==> config.mk <==
export PLATFORM = sky130hd
export DESIGN_NAME = nmos_lpen_ctrl
export DESIGN_NICKNAME = d
export VERILOG_FILES = /design/src/rtl/nmos_lpen_pkg.sv /design/src/rtl/nmos_sync2.sv /design/src/rtl/nmos_lpen_ctrl.sv
export SDC_FILE = /design/constraint.sdc
export NUM_CORES = 1
export LEC_CHECK = 0
export BUFFER_PORTS_ARGS = -buffer_cell sky130_fd_sc_hd__buf_2
export CAP_MARGIN = 10
export CORE_AREA = 10 10 47 49
export DETAILED_ROUTE_END_ITERATION = 6
export DIE_AREA = 0 0 57 59
export GPL_TIMING_DRIVEN = 0
export HOLD_SLACK_MARGIN = 0.02
export PLACE_DENSITY = 0.67
export SLEW_MARGIN = 20
export SYNTH_ARGS = -nofsm -noshare
export SYNTH_HDL_FRONTEND = slang
export SYNTH_SLANG_ARGS = --single-unit
==> constraint.sdc <==
create_clock -name main_clk -period 4 [get_ports main_clk]
set_clock_uncertainty 0.05 [all_clocks]
set_input_delay 0 -clock main_clk [delete_from_list [all_inputs] [get_ports main_clk]]
set_output_delay 0 -clock main_clk [all_outputs]
set_load 0.03 [all_outputs]
==> src/rtl/nmos_lpen_pkg.sv <==
// nmos_lpen_pkg: shared types and constants for the light-pen controller.
//   state_t : trigger sequencer state encoding (2 bits)
//   CNT_W   : width of the pen-low filter counter
package nmos_lpen_pkg;

    localparam int unsigned CNT_W = 4;

    typedef enum logic [1:0] {
        ST_ARMED  = 2'd0,
        ST_FILTER = 2'd1,
        ST_LOAD   = 2'd2,
        ST_LOCKED = 2'd3
    } state_t;

endpackage : nmos_lpen_pkg

==> src/rtl/nmos_sync2.sv <==
// nmos_sync2: two-flop synchroniser for an asynchronous pin; both stages
// reset to 1 (inactive level for active-low pins).
//   i_clk : sampling clock
//   i_rst : synchronous active-high reset
//   i_d   : asynchronous input
//   o_q   : synchronised output (second stage)
module nmos_sync2 (
    input  logic i_clk,
    input  logic i_rst,
    input  logic i_d,
    output logic o_q
);

    logic r_s1;
    logic r_s2;

    always_ff @(posedge i_clk) begin
        if (i_rst) begin
            r_s1 <= 1'b1;
            r_s2 <= 1'b1;
        end else begin
            r_s1 <= i_d;
            r_s2 <= r_s1;
        end
    end

    assign o_q = r_s2;

endmodule : nmos_sync2

==> src/rtl/nmos_lpen_ctrl.sv <==
// nmos_lpen_ctrl: light-pen controller. Synchronises and filters the pen pin,
// gates the first low sample with a vertical line window, allows one latch
// load per frame and drives the H/V latch-slice strobes and read controls.
// Optional interrupt flag is built when LPEN_IRQ_EN is defined; otherwise IRQ
// is tied low and IRQ_ACK is ignored.
//   main_clk, main_rst : clock, synchronous active-high reset
//   LP_N               : asynchronous pen pin, active low
//   VSTRT              : one-cycle frame-start pulse
//   VPOS               : current beam line
//   RD_H, RD_V         : CPU read selects for the H / V latch register
//   IRQ_ACK            : interrupt acknowledge
//   LPLD_H, LPLD_V     : one-cycle load strobes to the latch slices
//   LPRD_H, LPRD_V     : latch read select (1 = latched, 0 = live counter)
//   OE_H, OE_V         : bus drive enables
//   LP_HIT             : a trigger was latched in this frame
//   IRQ                : light-pen interrupt request
module nmos_lpen_ctrl
    import nmos_lpen_pkg::*;
#(
    parameter int unsigned VW    = 9,
    parameter int unsigned V_MIN = 0,
    parameter int unsigned V_MAX = 311,
    parameter int unsigned FILT  = 3
) (
    input  logic          main_clk,
    input  logic          main_rst,
    input  logic          LP_N,
    input  logic          VSTRT,
    input  logic [VW-1:0] VPOS,
    input  logic          RD_H,
    input  logic          RD_V,
    input  logic          IRQ_ACK,
    output logic          LPLD_H,
    output logic          LPLD_V,
    output logic          LPRD_H,
    output logic          LPRD_V,
    output logic          OE_H,
    output logic          OE_V,
    output logic          LP_HIT,
    output logic          IRQ
);

    state_t             r_state;
    state_t             w_state_nxt;
    logic [CNT_W-1:0]   r_cnt;
    logic [CNT_W-1:0]   w_cnt_nxt;
    logic               r_hit;
    logic               w_pen_s2;
    logic               w_ge_min;
    logic               w_le_max;
    logic               w_in_win;
    logic               w_load;

    // Pen pin synchroniser.
    nmos_sync2 u_sync (
        .i_clk (main_clk),
        .i_rst (main_rst),
        .i_d   (LP_N),
        .o_q   (w_pen_s2)
    );

    // Window bounds; a bound at the edge of the VPOS range is always met.
    generate
        if (V_MIN == 0) begin : g_min_open
            assign w_ge_min = 1'b1;
        end else begin : g_min_cmp
            assign w_ge_min = (VPOS >= VW'(V_MIN));
        end
        if (V_MAX >= (2 ** VW) - 1) begin : g_max_open
            assign w_le_max = 1'b1;
        end else begin : g_max_cmp
            assign w_le_max = (VPOS <= VW'(V_MAX));
        end
    endgenerate

    assign w_in_win = w_ge_min & w_le_max;
    assign w_load   = (r_state == ST_LOAD);

    // State and filter-count registers.
    always_ff @(posedge main_clk) begin
        if (main_rst) begin
            r_state <= ST_ARMED;
            r_cnt   <= '0;
        end else begin
            r_state <= w_state_nxt;
            r_cnt   <= w_cnt_nxt;
        end
    end

    // Trigger sequencing; frame start overrides every state.
    always_comb begin
        w_state_nxt = r_state;
        w_cnt_nxt   = r_cnt;
        case (r_state)
            ST_ARMED: begin
                if (!w_pen_s2 && w_in_win) begin
                    if (FILT == 1) begin
                        w_state_nxt = ST_LOAD;
                    end else begin
                        w_state_nxt = ST_FILTER;
                        w_cnt_nxt   = CNT_W'(1);
                    end
                end
            end
            ST_FILTER: begin
                if (w_pen_s2) begin
                    w_state_nxt = ST_ARMED;
                    w_cnt_nxt   = '0;
                end else if (r_cnt == CNT_W'(FILT - 1)) begin
                    w_state_nxt = ST_LOAD;
                    w_cnt_nxt   = '0;
                end else begin
                    w_cnt_nxt   = r_cnt + CNT_W'(1);
                end
            end
            ST_LOAD: begin
                w_state_nxt = ST_LOCKED;
            end
            ST_LOCKED: begin
                w_state_nxt = ST_LOCKED;
            end
            default: begin
                w_state_nxt = ST_ARMED;
                w_cnt_nxt   = '0;
            end
        endcase
        if (VSTRT) begin
            w_state_nxt = ST_ARMED;
            w_cnt_nxt   = '0;
        end
    end

    // Hit flag: set leaving LOAD unless a new frame starts on that edge.
    always_ff @(posedge main_clk) begin
        if (main_rst) begin
            r_hit <= 1'b0;
        end else if (VSTRT) begin
            r_hit <= 1'b0;
        end else if (w_load) begin
            r_hit <= 1'b1;
        end
    end

`ifdef LPEN_IRQ_EN
    logic r_irq;

    // Interrupt flag survives frame start; a set beats a same-cycle ack.
    always_ff @(posedge main_clk) begin
        if (main_rst) begin
            r_irq <= 1'b0;
        end else if (w_load) begin
            r_irq <= 1'b1;
        end else if (IRQ_ACK) begin
            r_irq <= 1'b0;
        end
    end

    assign IRQ = r_irq;
`else
    logic w_unused_irq_ack;
    assign w_unused_irq_ack = IRQ_ACK;
    assign IRQ              = 1'b0;
`endif

    assign LPLD_H = w_load;
    assign LPLD_V = w_load;
    assign LP_HIT = r_hit;

    // A read during the load cycle shows the live counter, equal to the
    // value being captured.
    assign OE_H   = RD_H;
    assign OE_V   = RD_V;
    assign LPRD_H = RD_H & ~w_load;
    assign LPRD_V = RD_V & ~w_load;

endmodule : nmos_lpen_ctrl

* Word level (Yosys, flattened, before mapping) *
Index checks and enable logic that the tools add are counted.

storage, ports and cells
  flip-flop bits (word level) = 9
  output and inout port bits = 8

cells by class
  $add $sub $neg = 1
  $lt $le $gt $ge = 1
  equal/unequal tests = 6
  muxes and demuxes = 8
  bitwise logic cells = 3
  reductions and logical operators = 8

operators by type and width
  cell                                                                     number
  4-bit two-way mux                                                        3
  9-bit <= comparator, second input constant                               1
  4-bit case mux with 2 select lines                                       1
  2-bit two-way mux                                                        3
  2-bit case mux with 3 select lines                                       1
  4-bit by 1-bit adder with 4-bit output, second input constant            1
  2-bit equality test, second input constant                               2
  4-bit by 2-bit equality test with 1-bit output, second input constant    1
  2-bit AND reduction                                                      2
  2-bit OR reduction                                                       2
  3-bit by 2-bit inequality test with 1-bit output, second input constant  1
  1-bit AND                                                                2
  2-bit by 1-bit equality test with 1-bit output, second input constant    1
  2-bit zero test                                                          1
  2-bit inequality test, second input constant                             1
  2-bit nonzero test                                                       1
  1-bit logical AND                                                        1
  1-bit zero test                                                          1
  1-bit NOT                                                                1

* Depth between registers and ports, before layout *
Gate-level depths: netlist (run 1).

  depth after elaboration = 4
  mapped depth = 6
  depth with buffers taken out = 6

* By module *
A second synthesis (run 1) with hierarchy kept.

second synthesis, totals
  cell total of the unflattened synthesis = 57
  area, all modules = 521.8 um^2

by module, submodules not included
  module          instances  cells an instance  area an instance (um^2)  sequential area each (um^2)
  nmos_lpen_ctrl  1          53                 469.2                    140.1
  nmos_sync2      1          4                  52.6                     40.0

* Least setup slack after synthesis (run 1) *
No wires, ideal clock.

  path kind = flip-flop to output port
  from = register r_state[1]
  to = output LPRD_H
  arrival = 1.363 ns
  setup slack = 2.587 ns
  cell stages (with the launch flop) = 4
  buffers on the path = 0
  cell sequence = dfxtp_1 -> inv_1 -> nor2_1 -> nor2b_1

on the way
  cells in the longest elaborated chain, start to end = 3

RTL lines
  what                      line                   RTL
  start: declaration        nmos_lpen_ctrl.sv:43   state_t r_state;
  start signal: assignment  nmos_lpen_ctrl.sv:85   r_state <= w_state_nxt;
  2-bit equality test       nmos_lpen_ctrl.sv:77   assign w_load = (r_state == ST_LOAD);
  via LPLD_H                nmos_lpen_ctrl.sv:33   output logic LPLD_H,
  1-bit NOT                 nmos_lpen_ctrl.sv:173  assign LPRD_H = RD_H & ~w_load;
  1-bit AND                 nmos_lpen_ctrl.sv:173
  end: declaration          nmos_lpen_ctrl.sv:35   output logic LPRD_H,

The timed path passes the listed nets, and every way through them passes these cells.

* Final worst setup path (run 1) *
  from = register r_cnt[0]
  to = register r_cnt[0]

on the way
  cells in the longest elaborated chain, start to end = 4
  elaborated cells on any way between the ends = 5
  those cells by class = add/sub (1); eq/ne (1); mux (3)

RTL lines
  what                                                                                                             line                                          RTL
  start: declaration                                                                                               nmos_lpen_ctrl.sv:45                          logic [CNT_W-1:0] r_cnt;
  start signal: assignment                                                                                         nmos_lpen_ctrl.sv:86                          r_cnt <= w_cnt_nxt;
  4-bit by 1-bit adder with 4-bit output / 4-bit by 2-bit equality test with 1-bit output (equally long branches)  nmos_lpen_ctrl.sv:113, nmos_lpen_ctrl.sv:109
  4-bit two-way mux (*)                                                                                            nmos_lpen_ctrl.sv:109                         end else if (r_cnt == CNT_W'(FILT - 1)) begin
  4-bit two-way mux (*)                                                                                            nmos_lpen_ctrl.sv:106                         if (w_pen_s2) begin
  4-bit case mux with 2 select lines (*)                                                                           nmos_lpen_ctrl.sv:94                          case (r_state)

Every way passes the cells marked *; elsewhere a longest branch is shown, timed or not.
A chain may end at the register's enable or synchronous reset.

==> results.txt, run 1 <==
----------------------------------------------------
[Final layout]
  Post-route standard cell area excluding fillers ... 668 um^2
  Layout net count ... 104
  Most common cell after layout, fill and taps aside ... buf_2
  Most frequent cells in the layout ... 19 x buf_2, 10 x nor2_1, 9 x dfxtp_1
  Fin cells ... 101
  Fraction of final layout cells sized beyond drive strength 1 ... 38.8%
  Final core utilization ... 47.7%
  Area Overhead vs Synth ... 33.2%
  Total inserted antenna cells ... 0

[CTS]
  Root Buffer ... clkbuf_4
  Level count of the clock H-tree ... 1
  Post-CTS Resized ... 0
  CTS Buffer Depth ... 2
  Clock transition at the registers of the reported paths ... 0.06 ns
  Sink Count ... 9
  Hold-fix buffers, CTS ... 3
  CTS buffer count ... 3
  Clk Latency, worst-skew pair ... 0.27 ns
  TritonCTS clock tree ... done
  Post-CTS setup-driven buffer insertion count ... 0

[Floorplanning]
  Total Die Area ... 3360 um^2
  Placement Rows ... 14
  I/O pin cnt ... 24
  Floorplan die height ... 59 um
  Initial Util ... 35.8%
  Die span in x ... 57 um
  Area of the core region ... 1400 um^2

[Worst setup path]
  Critical Path Sink ... r_cnt[0]
  Sort of element at the end of the critical path ... flop
  CP cell instances ... inv_1 -> ha_1 -> and4bb_2 -> a311oi_2 -> a22oi_2 -> nor2_2
  Signal arrival time at the worst endpoint ... 1.69 ns
  Timing startpoint of the critical path ... r_cnt[0]
  Buf+Inv Stages, Crit Path ... 1
  Total stage count of the critical path ... 6
  CP max stage cell ... dfxtp_1
  Minimum setup slack among reg-to-reg paths ... 2.47 ns
  Critical path start-end classification ... flop to flop
  Reg2Reg Capture Point ... r_cnt[0]
  Number of cells on the worst reg-to-reg path ... 6
  Critical R2R Launch ... r_cnt[0]
  Type of element launching the critical path ... flop
  Crit path required time ... 4.16 ns
  Category of cells accounting for the largest share of critical-path delay ... compound AO/OA/AOI/OAI gates
  Critical path peak fanout ... 5
  Largest incremental delay on the critical path ... 0.42 ns

[STA]
  Fin. Hold Viols ... 0
  Clock period minus worst slack ... 1.53 ns
  Setup violators final ... 0
  Fmax ... 655 MHz
  Unrepaired setup endpoints after global routing ... false
  Slew Viols, Final ... 0
  Crit share post-route ... 38.2%
  Fin Setup TNS ... 0 ns
  Final Worst Setup Slack ... 2.47 ns

[Route]
  Via/cell ratio ... 4.48
  First-pass iteration count of the detailed router ... 2
  Vias after detailed routing ... 452
  Detail-routed net length per standard cell ... 11.0 um
  Routed wire length ... 1120 um
  Iteration-0 DRC Markers ... 4
  Post-detailed-route DRC marker count ... 0
  Post-route ant nets ... 0

[Global routing]
  Remaining global-route overflow ... 0
  Global-route wire length before repair ... 1820 um
  Antenna violations before repair ... 0
  Layer with the highest usage ... met2
  GR Layer Usage met2 ... 11.9%
  Global-route met1 utilization ... 6.18%
  Met3 track utilization from global routing ... 3.00%
  Vias in the first global route ... 432
  Pin count of the biggest net entering global routing ... 8
  Total track usage ... 7.09%

[Power]
  Max VDD drop ... 0.258 mV
  Reported leakage power ... 0.295 nW
  Power density over cell area ... 284 nW/um^2

[Logic synthesis]
  Cell count after synthesis ... 60
  Ys Warns ... 0
  Sequential share of the synthesized area ... 35.9%
  Number of unique standard cell types used by synthesis ... 25
  Biggest area consumer among synthesized cells ... dfxtp_1
  Largest cells by area after synthesis ... dfxtp_1 36%, nor2_1 7.5%, buf_4 6.0%
  Average size of a mapped cell ... 8.36 um^2
  Number of register bits inferred by synthesis ... 9
  Portion of synthesized cell area occupied by the leading cell type ... 35.9%
  Net count after synthesis ... 78
  Post-synthesis instance area ... 502 um^2

[Placed design]
  Final weighted congestion in routability-driven placement ... 0.727
  Setup Slack @ Placement ... 2.49 ns
  Post-DP HPWL ... 879 um
  Cells after DPL ... 94
  Placed standard-cell area ... 612 um^2
  Input/output buffers ... 18

[Flow run]
  Max-capacitance violation count ... 0

[Hold path]
  HP Start ... VPOS[8]
  Number of instances on the worst hold path ... 4
  HP Class ... primary input to flop

[Status]
  Run status ... finished clean

----------------------------------------------------
[cell usage after synthesis]
cell,count
a311oi_2,1
nor3b_1,1
dfxtp_1,9
buf_2,1
o22ai_1,1
nor2b_1,3
or2_0,1
nand2_1,2
a31oi_1,1
inv_1,8
nand2b_1,1
nor2_1,10
nand3_1,1
buf_4,4
a221o_1,1
and4bb_2,1
nor2_2,1
nor4_4,1
and2_1,1
a311o_1,1
or2_2,2
conb_1,1
o21ai_0,4
ha_1,2
a22oi_2,1
[tightest hold or removal path, stage by stage]
cell      delay (ns)
buf_2           0.09
a311oi_2        0.12
nor2_1          0.08
nor2_1          0.04
[how the worst min path moves through the flow]
stage / slack, ns / to
2_1_floorplan: 0.05 / u_sync.r_s1
3_3_place_gp: 0.14 / u_sync.r_s1
3_5_place_dp: 0.14 / u_sync.r_s1
4_1_cts: 0.06 / r_state[0]
5_1_grt: 0.06 / r_state[0]
6_report: 0.06 / r_state[0]
[report_power, final]
part	switching, mW	leakage, nW	internal, mW
clock	0.0334	0.0150	0.0386
combinational	0.0129	0.207	0.0128
sequential	0.00100	0.0730	0.0909
total	0.0474	0.295	0.142
[metrics by stage]
stage	hold slack, ns	total power, mW
after CTS	0.0568	0.192
final	0.0595	0.190
after global placement	0.137	0.117
after global routing	0.0627	0.198
after detailed placement	0.140	0.117
after floorplan	0.0538	0.108
[layout make-up]
type | instances | area [um^2]
timing repair buffer | 21 | 120
tap | 16 | 20.0
clock buffer | 4 | 26.3
multi-input combinational | 38 | 256
sequential | 9 | 180
inverter | 8 | 30.0
buffer | 5 | 35.0
fill | 149 | 733
[metal layers]
metal	vias up	wire (um)
li1	241	-
met1	199	424
met2	8	606
met3	4	47
met4	0	37
met5	-	0
[kinds of logic after synthesis]
group / synth area share (%)
and+or+nand+nor: 29.4
buffers and inverters: 13.0
AOI/OAI and AO/OA: 16.0
DFF: 35.9
adders and majority gates: 4.99
other: 0.747
[state kept, by name, summed over array words and instances, names as in the netlist]
name and flops:
r_cnt 4, u_sync.r_s1 1, u_sync.o_q 1, LP_HIT 1, r_state 2
No activity file was read; power rests on OpenSTA's default activity.
==> run 2: changes to the inputs <==
- ABC_AREA: unset -> 1
- PLACE_DENSITY: 0.67 -> 0.69
- clock period: 4 -> 1.4 ns (I/O delays scaled with it)
==> results.txt, run 2 <==
----------------------------------------------------
[Status]
  Run status ... finished clean

[Floorplanning]
  Floorplan die height ... 59 um
  Area of the core region ... 1400 um^2
  Total Die Area ... 3360 um^2
  Placement Rows ... 14
  Initial Util ... 35.0%
  Die span in x ... 57 um
  I/O pin cnt ... 24

[Logic synthesis]
  Sequential share of the synthesized area ... 36.7%
  Ys Warns ... 0
  Cell count after synthesis ... 66
  EDFF count, synth ... 0
  Net count after synthesis ... 84
  Portion of synthesized cell area occupied by the leading cell type ... 36.7%
  Async set-reset flop share out of synthesis ... 0%
  Biggest area consumer among synthesized cells ... dfxtp_1
  Post-synthesis instance area ... 490 um^2
  Number of register bits inferred by synthesis ... 9
  Most instantiated cells after synthesis ... 9 x dfxtp_1, 9 x nand3_1, 8 x inv_1, 8 x nor2_1, 7 x nand2_1
  Dominant register cell in the synthesized netlist ... dfxtp_1
  Number of unique standard cell types used by synthesis ... 20
  Largest cells by area after synthesis ... dfxtp_1 37%, nand3_1 9.2%, a21oi_1 6.1%
  Average size of a mapped cell ... 7.43 um^2

[Placed design]
  Setup Slack @ Placement ... 0.171 ns
  Post-DP HPWL ... 896 um
  Final weighted congestion in routability-driven placement ... 0.806
  Input/output buffers ... 18

[Worst setup path]
  Crit path required time ... 1.35 ns
  Category of cells accounting for the largest share of critical-path delay ... buffers and inverters
  Critical path peak fanout ... 5
  Sort of element at the end of the critical path ... primary output
  Critical path start-end classification ... flop to primary output
  CP cell instances ... inv_1 -> nor2_1 -> buf_4 -> buf_2
  Largest incremental delay on the critical path ... 0.33 ns
  Signal arrival time at the worst endpoint ... 1.24 ns
  Type of element launching the critical path ... flop
  Buf+Inv Stages, Crit Path ... 3
  CP max stage cell ... dfxtp_1

[STA]
  Clock period minus worst slack ... 1.29 ns
  Slew Viols, Final ... 0
  Fin. Hold Viols ... 0
  Unrepaired setup endpoints after global routing ... false
  Fin Setup TNS ... 0 ns
  Final Worst Setup Slack ... 0.114 ns
  Crit share post-route ... 91.9%
  Fmax ... 778 MHz
  Setup violators final ... 0

[Power]
  Logic gate share of total power ... 13.7%
  Sw Share ... 24.5%
  Max VDD drop ... 0.508 mV
  Internal cell power ... 403 uW
  Total chip power ... 533 uW
  Clk network pwr share ... 37.1%
  Power density over cell area ... 825 nW/um^2
  Reported leakage power ... 0.344 nW
  Net Switching ... 131 uW
  Part of the total power dissipated in sequential elements ... 49.2%

[Route]
  Via/cell ratio ... 4.53
  First-pass iteration count of the detailed router ... 4
  Routed wire length ... 1070 um
  Post-route ant nets ... 0
  Detail-routed net length per standard cell ... 10.1 um
  Iteration-0 DRC Markers ... 4
  Vias after detailed routing ... 480
  Post-detailed-route DRC marker count ... 0

[Final layout]
  Fraction of final layout cells sized beyond drive strength 1 ... 35.6%
  Number of flip-flops in the largest register ... 4
  Most flops, register ... r_cnt
  Final-layout fill cell count ... 145
  Most frequent cells in the layout ... 18 x buf_2, 9 x dfxtp_1, 9 x nand3_1
  Layout net count ... 109
  Area Overhead vs Synth ... 31.9%
  Total inserted antenna cells ... 0
  Largest registers ... r_cnt x4, r_state x2
  Most common cell after layout, fill and taps aside ... buf_2
  Final core utilization ... 46.2%

[CTS]
  Clock transition at the registers of the reported paths ... 0.06 ns
  Level count of the clock H-tree ... 1
  TritonCTS clock tree ... done
  Clk Latency, worst-skew pair ... 0.25 ns
  CTS Buffer Depth ... 2
  Post-CTS setup-driven buffer insertion count ... 0
  CTS buffer count ... 3
  Root Buffer ... clkbuf_4
  Post-CTS Resized ... 0
  Sink Count ... 9

[Global routing]
  Antenna violations before repair ... 0
  Pin count of the biggest net entering global routing ... 8
  Global-route met1 utilization ... 6.61%
  Remaining global-route overflow ... 0
  Layer with the highest usage ... met2
  Total track usage ... 6.51%
  Met3 track utilization from global routing ... 3.00%
  GR Layer Usage met2 ... 11.6%
  Vias in the first global route ... 441
  Global-route wire length before repair ... 1830 um

[Flow run]
  Max-capacitance violation count ... 0

[Hold path]
  HP Class ... primary input to flop

----------------------------------------------------
==> run 2: path summary, 6_finish.rpt <==
path | start | end | slack (ns) | depth (start not counted)
max | r_state[1] | LPLD_V | 0.11 | 4
min | VPOS[8] | r_state[0] | 0.14 | 6
max reg2reg | r_cnt[0] | r_cnt[3] | 0.17 | 7
min reg2reg | u_sync.r_s1 | u_sync.o_q | 0.36 | 1
==> run 2: routing by layer <==
metal / vias to the layer above / wire length (um)
met2: 14 / 530
met1: 213 / 445
met5: - / 0
li1: 253 / -
met3: 0 / 97
met4: 0 / 0
==> run 2: worst min-delay path, delay by kind of cell <==
| kind | cells | cell delay (ns) |
|---|---|---|
| buffers and inverters | 1 | 0.10 |
| AOI/OAI and AO/OA | 1 | 0.06 |
| and+or+nand+nor | 4 | 0.25 |
==> run 2: per-stage QoR <==
stage | hold WS (ns) | cell area, um^2 | cells
final | 0.136 | 647 | 106
after floorplan | 0.0538 | 490 | 66
after CTS | 0.130 | 657 | 107
after detailed placement | 0.137 | 601 | 100
after global routing | 0.170 | 647 | 106
after global placement | 0.137 | 601 | 100
==> run 2: cells by family after synthesis <==
| logic type | after synthesis | synth area share [%] |
|---|---|---|
| other | 1 | 0.765 |
| and+or+nand+nor | 32 | 33.9 |
| adders and majority gates | 2 | 5.10 |
| buffers and inverters | 14 | 13.8 |
| AOI/OAI and AO/OA | 6 | 6.12 |
| DFF | 9 | 36.7 |
| xor gates and xnor gates | 2 | 3.57 |
==> run 2: layout make-up <==
cell class | instances | area [um^2] | area share, %
sequential | 9 | 180 | 27.9
buffer | 5 | 33.8 | 5.22
multi-input combinational | 43 | 243 | 37.5
clock buffer | 4 | 26.3 | 4.06
tap | 16 | 20.0 | 3.09
timing repair buffer | 20 | 110 | 17.0
inverter | 9 | 33.8 | 5.22
==> run 2: power groups by stage <==
stage	clock network (mW)	registers [mW]	logic, mW
3_3_place_gp	0	0.268	0.0676
5_1_grt	0.223	0.262	0.0813
3_5_place_dp	0	0.268	0.0689
6_report	0.198	0.263	0.0731
4_1_cts	0.201	0.263	0.0754
2_1_floorplan	0	0.268	0.0437
==> run 2: repair_timing <==
| action | in CTS | in global routing |
|---|---|---|
| endpoints found under the setup margin | 0 | 1 |
| hold buffers | 3 | 0 |
| endpoints found under the hold margin | 2 | 0 |
==> run 3: changes to the inputs <==
- PLACE_DENSITY: 0.69 -> 0.76
==> results.txt, run 3 (same netlist as run 2, synthesis figures left out) <==
----------------------------------------------------
[Floorplanning]
  Initial Util ... 35.0%
  Placement Rows ... 14
  Total Die Area ... 3360 um^2
  Area of the core region ... 1400 um^2
  Floorplan die height ... 59 um
  I/O pin cnt ... 24
  Die span in x ... 57 um

[Route]
  Routed wire length ... 1170 um
  Via/cell ratio ... 4.70
  Post-route ant nets ... 0
  Iteration-0 DRC Markers ... 9
  First-pass iteration count of the detailed router ... 4
  Post-detailed-route DRC marker count ... 0
  Vias after detailed routing ... 498
  Detail-routed net length per standard cell ... 11.0 um

[STA]
  Setup violators final ... 0
  Clock period minus worst slack ... 1.25 ns
  Fin. Hold Viols ... 0
  Final Worst Setup Slack ... 0.150 ns
  Unrepaired setup endpoints after global routing ... false
  Fin Setup TNS ... 0 ns
  Slew Viols, Final ... 0
  Fmax ... 800 MHz
  Crit share post-route ... 89.3%

[Global routing]
  Pin count of the biggest net entering global routing ... 8
  Antenna violations before repair ... 0
  Vias in the first global route ... 470
  Layer with the highest usage ... met2
  Global-route met1 utilization ... 6.35%
  Met3 track utilization from global routing ... 3.00%
  Remaining global-route overflow ... 0
  Global-route wire length before repair ... 1880 um
  Total track usage ... 6.98%
  GR Layer Usage met2 ... 11.8%

[Placed design]
  Final weighted congestion in routability-driven placement ... 0.764
  Setup Slack @ Placement ... 0.144 ns
  Cells after DPL ... 100
  Placed standard-cell area ... 601 um^2
  Input/output buffers ... 18
  Post-DP HPWL ... 921 um

[Worst setup path]
  CP max stage cell ... dfxtp_1
  Crit path required time ... 1.35 ns
  Buf+Inv Stages, Crit Path ... 3
  Critical path start-end classification ... flop to primary output
  CP cell instances ... inv_1 -> nor2_2 -> buf_4 -> buf_2
  Sort of element at the end of the critical path ... primary output
  Signal arrival time at the worst endpoint ... 1.20 ns
  Type of element launching the critical path ... flop
  Largest incremental delay on the critical path ... 0.33 ns
  Category of cells accounting for the largest share of critical-path delay ... buffers and inverters
  Critical path peak fanout ... 5

[Final layout]
  Most common cell after layout, fill and taps aside ... buf_2
  Post-route standard cell area excluding fillers ... 651 um^2
  Most frequent cells in the layout ... 18 x buf_2, 9 x nand3_1, 8 x dfxtp_1, 8 x inv_1
  Area Overhead vs Synth ... 32.7%
  Most flops, register ... r_cnt
  Layout net count ... 109
  Fraction of final layout cells sized beyond drive strength 1 ... 37.8%
  Total inserted antenna cells ... 0
  Fin cells ... 106
  Number of flip-flops in the largest register ... 4
  Largest registers ... r_cnt x4, r_state x2

[CTS]
  TritonCTS clock tree ... done
  CTS Buffer Depth ... 2
  Root Buffer ... clkbuf_4
  Sink Count ... 9
  Clock transition at the registers of the reported paths ... 0.06 ns
  CTS buffer count ... 3
  Level count of the clock H-tree ... 1
  Clk Latency, worst-skew pair ... 0.27 ns

[Power]
  Max VDD drop ... 0.434 mV
  Power density over cell area ... 844 nW/um^2
  Total chip power ... 549 uW
  Reported leakage power ... 0.343 nW

[Flow run]
  Max-capacitance violation count ... 0

[Status]
  Run status ... finished clean

[Hold path]
  HP Class ... primary input to flop

----------------------------------------------------
## run 3: worst paths after layout
check / from / to / slack (ns) / cells past startpoint
max: r_state[1] / LPLD_V / 0.15 / 4
min: VPOS[8] / r_state[0] / 0.11 / 6
max reg2reg: r_cnt[0] / r_cnt[3] / 0.17 / 7
min reg2reg: u_sync.r_s1 / u_sync.o_q / 0.36 / 1
## run 3: routing by layer
| layer | wire [um] | up-vias | share of wire, % |
|---|---|---|---|
| met1 | 444 | 225 | 38 |
| met5 | 0 | - | 0 |
| met2 | 570 | 17 | 49 |
| met4 | 42 | 0 | 3.6 |
| li1 | - | 249 | - |
| met3 | 113 | 7 | 9.6 |
## run 3: report_power, final
group | leakage (nW) | internal [mW] | switching (mW)
Clock | 0.0150 | 0.111 | 0.102
Sequential | 0.0735 | 0.260 | 0.00266
Combinational | 0.255 | 0.0334 | 0.0400
## run 3: metrics by stage
step           utilization [%]  hold slack (ns)
6_report                  46.4            0.109
2_1_floorplan                -           0.0538
5_1_grt                   46.4            0.217
3_3_place_gp              42.9            0.139
4_1_cts                   46.9            0.122
3_5_place_dp              42.9            0.140
## run 3: final cells by class
cell class              instances  area [um^2]
fillers                       157          751
multi-input cells              43          245
flip-flops and latches          9          181
repair buffers                 20          110
plain buffers                   5         33.8
inverters                       9         33.8
clock buffers                   4         26.3
well taps                      16         20.0
## run 3: worst register-to-register path, delay by kind of cell (launching register included)
family                     cells  cell delay (ns)
and+or+nand+nor                3             0.29
AOI/OAI and AO/OA              1             0.14
adders and majority gates      1             0.21
buffers and inverters          2             0.12
DFF                            1             0.34
## run 3: repair_timing
| action | in CTS | in global routing |
|---|---|---|
| resized for setup | 0 | 2 |
| endpoints found under the hold margin | 2 | 0 |
| hold buffers | 3 | 0 |
| buffers inserted | 0 | 0 |
| setup endpoints to repair | 0 | 3 |
